--- src/rtl/clk_div_monitor_if.sv ---
// clk_div_monitor_if: divided-clock source/stimulus side (master) to monitor side (slave).
interface clk_div_monitor_if #(parameter int CNT_W = 16);
  logic div_in, start, busy, done, pass, timeout_err;
  logic [CNT_W-1:0] exp_half, high_cnt, low_cnt, period_cnt;
  modport master (
    output div_in, exp_half, start,
    input  busy, done, pass, timeout_err, high_cnt, low_cnt, period_cnt
  );
  modport slave (
    input  div_in, exp_half, start,
    output busy, done, pass, timeout_err, high_cnt, low_cnt, period_cnt
  );
endinterface

--- src/rtl/clk_div_monitor.sv ---
// clk_div_monitor: measures high/low phases of a divided clock over NUM_PERIODS periods.
// Define CLK_DIV_MON_SYNC_EN to add a two-flop synchroniser for an asynchronous div_in.
module clk_div_monitor #(
  parameter int CNT_W       = 16,
  parameter int NUM_PERIODS = 4,
  parameter int TIMEOUT     = 1024
) (
  input logic             clk,
  input logic             rst,
  clk_div_monitor_if.slave bus
);
  localparam int TW = $clog2(TIMEOUT + 1);
  typedef enum logic [2:0] {IDLE, ARM, MEAS_HIGH, MEAS_LOW, DONE} state_t;
  state_t state_q, state_d;
  logic div_src, div_s_q, div_p_q, rise, fall, any_edge, measuring, tmo, last;
  logic [CNT_W-1:0] exp_q, exp_d, hcnt_q, hcnt_d, lcnt_q, lcnt_d;
  logic [CNT_W-1:0] high_q, high_d, low_q, low_d, period_q, period_d;
  logic [TW-1:0] idle_q, idle_d;
  logic [7:0] per_q, per_d;
  logic mism_q, mism_d, pass_q, pass_d, tmo_err_q, tmo_err_d, busy_q, busy_d, done_q, done_d;
  function automatic logic [CNT_W-1:0] sat(input logic [CNT_W-1:0] v);
    return &v ? v : v + 1'b1;
  endfunction
`ifdef CLK_DIV_MON_SYNC_EN
  logic [1:0] sync_q;
  always_ff @(posedge clk or posedge rst)
    if (rst) sync_q <= '0;
    else sync_q <= {sync_q[0], bus.div_in};
  assign div_src = sync_q[1];
`else
  assign div_src = bus.div_in;
`endif
  assign rise      = div_s_q & ~div_p_q;
  assign fall      = ~div_s_q & div_p_q;
  assign any_edge  = rise | fall;
  assign measuring = state_q inside {ARM, MEAS_HIGH, MEAS_LOW};
  assign tmo       = measuring & ~any_edge & (idle_q == TW'(TIMEOUT - 1));
  assign last      = per_q == 8'(NUM_PERIODS - 1);
  always_ff @(posedge clk or posedge rst)
    if (rst) state_q <= IDLE;
    else state_q <= state_d;
  always_comb begin
    state_d = state_q;
    if (tmo) state_d = DONE;
    else
      case (state_q)
        IDLE, DONE: state_d = bus.start ? ARM : state_q;
        ARM:        state_d = rise ? MEAS_HIGH : ARM;
        MEAS_HIGH:  state_d = fall ? MEAS_LOW : MEAS_HIGH;
        MEAS_LOW:   state_d = rise ? (last ? DONE : MEAS_HIGH) : MEAS_LOW;
        default:    state_d = IDLE;
      endcase
  end
  always_comb begin
    exp_d = exp_q; hcnt_d = hcnt_q; lcnt_d = lcnt_q; idle_d = idle_q; per_d = per_q;
    mism_d = mism_q; high_d = high_q; low_d = low_q; period_d = period_q;
    pass_d = pass_q; tmo_err_d = tmo_err_q; busy_d = busy_q; done_d = 1'b0;
    if (!measuring && bus.start) begin
      exp_d = bus.exp_half; pass_d = 1'b0; tmo_err_d = 1'b0; per_d = '0;
      mism_d = 1'b0; idle_d = '0; busy_d = 1'b1;
    end else if (measuring) begin
      idle_d = any_edge ? '0 : idle_q + 1'b1;
      case (state_q)
        ARM: hcnt_d = rise ? CNT_W'(1) : hcnt_q;
        MEAS_HIGH:
          if (fall) begin
            high_d = hcnt_q;
            lcnt_d = CNT_W'(1);
          end else hcnt_d = sat(hcnt_q);
        MEAS_LOW:
          if (rise) begin
            low_d    = lcnt_q;
            period_d = high_q + lcnt_q;
            per_d    = per_q + 1'b1;
            mism_d   = mism_q | (high_q != exp_q) | (lcnt_q != exp_q) | (&high_q) | (&lcnt_q);
            hcnt_d   = CNT_W'(1);
          end else lcnt_d = sat(lcnt_q);
        default: ;
      endcase
      // timeout overrides any verdict reached in the same cycle
      if (state_d == DONE) begin
        tmo_err_d = tmo;
        pass_d    = ~mism_d & ~tmo;
        busy_d    = 1'b0;
        done_d    = 1'b1;
      end
    end
  end
  always_ff @(posedge clk or posedge rst)
    if (rst) begin
      div_s_q <= 1'b0; div_p_q <= 1'b0; exp_q <= '0; hcnt_q <= '0; lcnt_q <= '0;
      idle_q <= '0; per_q <= '0; mism_q <= 1'b0; high_q <= '0; low_q <= '0; period_q <= '0;
      pass_q <= 1'b0; tmo_err_q <= 1'b0; busy_q <= 1'b0; done_q <= 1'b0;
    end else begin
      div_s_q <= div_src; div_p_q <= div_s_q; exp_q <= exp_d; hcnt_q <= hcnt_d; lcnt_q <= lcnt_d;
      idle_q <= idle_d; per_q <= per_d; mism_q <= mism_d; high_q <= high_d; low_q <= low_d;
      period_q <= period_d; pass_q <= pass_d; tmo_err_q <= tmo_err_d; busy_q <= busy_d; done_q <= done_d;
    end
  assign bus.busy        = busy_q;
  assign bus.done        = done_q;
  assign bus.pass        = pass_q;
  assign bus.timeout_err = tmo_err_q;
  assign bus.high_cnt    = high_q;
  assign bus.low_cnt     = low_q;
  assign bus.period_cnt  = period_q;
endmodule

--- src/flat_wrapper.sv ---
// flat-port wrapper written by rule: the top's interface ports become plain ports
module clk_div_monitor_flat 
#(
  parameter int CNT_W       = 16,
  parameter int NUM_PERIODS = 4,
  parameter int TIMEOUT     = 1024
)
  (clk, rst, bus_div_in, bus_exp_half, bus_start, bus_busy, bus_done, bus_pass, bus_timeout_err, bus_high_cnt, bus_low_cnt, bus_period_cnt);
  clk_div_monitor_if #(.CNT_W(CNT_W)) bus_i ();
  input logic clk;
  input logic rst;
  input wire logic [$bits(bus_i.div_in)-1:0] bus_div_in;
  input wire logic [$bits(bus_i.exp_half)-1:0] bus_exp_half;
  input wire logic [$bits(bus_i.start)-1:0] bus_start;
  output wire logic [$bits(bus_i.busy)-1:0] bus_busy;
  output wire logic [$bits(bus_i.done)-1:0] bus_done;
  output wire logic [$bits(bus_i.pass)-1:0] bus_pass;
  output wire logic [$bits(bus_i.timeout_err)-1:0] bus_timeout_err;
  output wire logic [$bits(bus_i.high_cnt)-1:0] bus_high_cnt;
  output wire logic [$bits(bus_i.low_cnt)-1:0] bus_low_cnt;
  output wire logic [$bits(bus_i.period_cnt)-1:0] bus_period_cnt;
  assign bus_i.div_in = bus_div_in;
  assign bus_i.exp_half = bus_exp_half;
  assign bus_i.start = bus_start;
  assign bus_busy = bus_i.busy;
  assign bus_done = bus_i.done;
  assign bus_pass = bus_i.pass;
  assign bus_timeout_err = bus_i.timeout_err;
  assign bus_high_cnt = bus_i.high_cnt;
  assign bus_low_cnt = bus_i.low_cnt;
  assign bus_period_cnt = bus_i.period_cnt;
  clk_div_monitor #(.CNT_W(CNT_W), .NUM_PERIODS(NUM_PERIODS), .TIMEOUT(TIMEOUT)) u_core (.clk(clk), .rst(rst), .bus(bus_i));
endmodule
--- config.mk ---
export PLATFORM = sky130hd
export DESIGN_NAME = clk_div_monitor_flat
export DESIGN_NICKNAME = d
export VERILOG_FILES = /design/src/rtl/clk_div_monitor_if.sv /design/src/rtl/clk_div_monitor.sv /design/src/flat_wrapper.sv
export SDC_FILE = /design/constraint.sdc
export NUM_CORES = 1
export LEC_CHECK = 0
export BUFFER_PORTS_ARGS = -buffer_cell sky130_fd_sc_hd__buf_2
export CAP_MARGIN = 40
export CORE_ASPECT_RATIO = 1.25
export CORE_MARGIN = 2
export CORE_UTILIZATION = 40
export CTS_CLUSTER_SIZE = 8
export DETAILED_ROUTE_END_ITERATION = 6
export RECOVER_POWER = 100
export SYNTH_ARGS = -nofsm -noshare
export SYNTH_HDL_FRONTEND = slang
export SYNTH_SLANG_ARGS = --single-unit
--- constraint.sdc ---
create_clock -name clk -period 8.81 [get_ports clk]
set_input_delay 2.643 -clock clk [delete_from_list [all_inputs] [get_ports clk]]
set_output_delay 2.643 -clock clk [all_outputs]
set_load 0.1 [all_outputs]
==> impl_metrics.env <==
export IMPL_outcome="finished, violations left"
export IMPL_violations="capacitance limit, slew limit"
export IMPL_clk_path_buf_depth=2
export IMPL_fin_crit_ns=5.31
export IMPL_max_cap_violations=4
export IMPL_grt_pass1_wl_um=27600
export IMPL_timing_slew_headroom=-0.668
export IMPL_ys_flop_type="dfrtp_1"
export IMPL_routedWlPerCell_um=16.9
export IMPL_min_path_type="reg2reg"
export IMPL_power_leakage_uw=0.00350
export IMPL_synth_simple_gate_area_frac=0.216
export IMPL_path_cells="buf_2 > clkinvlp_2 > clkbuf_1"
export IMPL_cts_sinks=125
export IMPL_ys_seq_area_frac=0.480
export IMPL_crit_arrival_ns=5.52
export IMPL_fp_dieH_um=147
export IMPL_cts_hold_buf=0
export IMPL_grt_max_degree=58
export IMPL_worstSkewPairLatency_ns=0.42
export IMPL_rows=52
export IMPL_ys_ff_latch=125
export IMPL_postPlaceCellArea_um2=7100
export IMPL_start_kind="input pin"
export IMPL_synth_async_reset_ratio=1.00
export IMPL_numPlacedInstances=969
export IMPL_fmax_ghz=0.188
export IMPL_syn_area_um2=6510
export IMPL_setup_viol=0
export IMPL_clk_pin_slew_worst_paths_ns=0.06
export IMPL_path_buf_inv=3
export IMPL_die_width_um=118
export IMPL_cp_end_kind="asynchronous set/reset pin"
export IMPL_root_buffer="clkbuf_16"
export IMPL_critPathRequiredTime_ns=9.02
export IMPL_synth_edf_count=0
export IMPL_place_congestion=0.879
export IMPL_worstSetupPathType="in2async"
export IMPL_synth_compound_area_frac=0.132
export IMPL_hold_ws_ns=0.428
export IMPL_drt_iter0_markers=276
export IMPL_yosysWarnings=0
export IMPL_drc=0
export IMPL_cts_tree="built"
export IMPL_syn_avg_cell_area_um2=9.25
export IMPL_power_density_nw_per_um2=291
export IMPL_vias=5388
export IMPL_slowest_stage="clkinvlp_2"
export IMPL_initial_utilization=0.405
export IMPL_grt_pass1_vias=5355
export IMPL_slew_violations=181
export IMPL_io_pins=72
export IMPL_hold_viol_final=0
export IMPL_numCtsBuffers=17
export IMPL_power_total_uw=2220
export IMPL_first_pass_iters=4
export IMPL_antenna_found_initial=0
export IMPL_setup_tns_ns=0
export IMPL_synth_mux_area_frac=0.0259
export IMPL_hpwl_um=12100
export IMPL_nets=814
export IMPL_syn_inst=704
export IMPL_synth_fa_ha_area_frac=0.0434
export IMPL_cts_resized=0
export IMPL_synth_top_family_by_area="simple AND/OR/NAND/NOR gates"
export IMPL_cp_max_fo=57
export IMPL_fin_crit_sh=0.603
export IMPL_clock_skew_final_ns=0.00854
export IMPL_rsz0062_at_grt="false"
export IMPL_syn_nets=746
export IMPL_syn_to_final_growth_pct=17.0
export IMPL_grtUsageTotal=0.202
export IMPL_tightest_slew_ns=2.49
export IMPL_layout_commonest_cell="nand2_1"
export IMPL_antenna_left=0
export IMPL_max_stage_delay_ns=1.38
export IMPL_io_buffers=71
export IMPL_coreArea_um2=16100
export IMPL_overflow=0
export IMPL_routed_wl_um=16900
export IMPL_stdcell_area_um2=7620
export IMPL_cts_max_level=4
export IMPL_die_area_um2=17300
export IMPL_final_cells=1000
export IMPL_vias_per_cell=5.39
export IMPL_post_cts_buffers=0
export IMPL_drive_gt1_frac=0.0906
export IMPL_irDropWorstVdd_mv=0.131
export IMPL_layout_common_cells="153 x nand2_1, 125 x dfrtp_1, 59 x clkbuf_1, 56 x nor2_1, 48 x o21ai_0"
export IMPL_crit_family="buffers and inverters"
export IMPL_synth_xor_area_share=0.0740
export IMPL_num_antenna_cells=0
export IMPL_synth_cell_types=60
==> per-layer routing <==
metal	track usage	part of all wire	up-vias
li1	-	-	2602
met1	0.261	0.46	2601
met2	0.325	0.47	168
met3	0.0535	0.056	17
met4	0.0729	0.016	0
met5	0	0	-
==> final cells by class <==
| type | instances | area [µm²] |
|---|---|---|
| Sequential cell | 125 | 3130 |
| Inverter | 15 | 57.6 |
| Multi-Input combinational cell | 534 | 3190 |
| Clock buffer | 20 | 447 |
| Timing Repair Buffer | 79 | 358 |
| Fill cell | 1550 | 8450 |
| Clock inverter | 11 | 168 |
| Tap cell | 216 | 270 |
==> power breakdown <==
group	total [µW]	switching, µW	leakage, µW	internal (µW)
logic	675	489	0.00153	185
clock network	730	252	0.000296	478
registers	816	139	0.00167	677
total	2220	881	0.00350	1340
==> worst register-to-register path: stages (launching register included) <==
cell,delay [ns]
dfrtp_1,0.54
and2b_1,0.25
nand2_1,0.13
nor2_2,0.09
clkbuf_1,1.40
o2111ai_1,0.40
or4_1,0.49
nand2_1,0.08
==> stage by stage <==
step | utilization | worst slack [ns]
6_report | 0.474 | 3.50
5_1_grt | 0.474 | 2.81
4_1_cts | 0.480 | 4.71
3_5_place_dp | 0.442 | 4.79
3_3_place_gp | 0.439 | 4.63
2_1_floorplan | - | 2.84
==> registers in the layout, summed over array words and instances, names as in the netlist, 3 cells and up <==
| signal | count |
|---|---|
| u_core.idle_q | 11 |
| u_core.bus.high_cnt | 16 |
| u_core.bus.low_cnt | 16 |
| u_core.state_q | 3 |
| u_core.lcnt_q | 16 |
| u_core.bus.period_cnt | 16 |
| u_core.per_q | 8 |
| u_core.exp_q | 16 |
| u_core.hcnt_q | 16 |
==> logic make-up after synthesis <==
logic type,after synthesis
flops,125
fa+ha+maj,22
compound gates,130
mux,15
buf+inv,45
simple gates,312
xor+xnor,55
==> worst paths after layout <==
check | endpoint | slack [ns] | cells past startpoint | startpoint
worst max-delay path | u_core.bus.period_cnt[11] | 3.50 | 3 | rst
worst min-delay path | u_core.div_p_q | 0.43 | 0 | u_core.div_s_q
worst max register to register | u_core.lcnt_q[5] | 5.38 | 7 | u_core.state_q[1]
worst min register to register | u_core.div_p_q | 0.43 | 0 | u_core.div_s_q
max in group clk | bus_high_cnt[0] | 4.31 | 1 | u_core.bus.high_cnt[0]
min in group asynchronous | u_core.bus.period_cnt[13] | 2.90 | 2 | rst
==> synthesized netlist by cell type, drive strengths merged, types with 2 or more instances <==
cell     count  area (µm²)
a2111oi      2        36.3
a211oi       4        30.0
a21boi       2        15.0
a21o         5        37.5
a21oi       21         105
a221oi       2        17.5
a22o         2        17.5
a31oi        5        37.5
a41oi        3        26.3
and2         5        31.3
and3        12        75.1
and4         3        26.3
buf          9        50.0
clkbuf      21        78.8
dfrtp      125        3130
ha          21         263
inv         15        56.3
mux2        15         169
nand2      153         574
nand2b       2        12.5
nand3       27         135
nand4       17         106
nor2        57         214
nor2b        2        12.5
nor3        13        65.1
nor3b        3        27.5
nor4         5        31.3
nor4b        2        17.5
o2111ai      7        67.6
o211ai       3        22.5
o21a         7        52.6
o21ai       48         240
o21bai       3        22.5
o31ai        7        52.6
o41ai        2        17.5
or3          5        31.3
xnor2       31         272
xor2        24         210
Power figures use the tool's default switching activity.
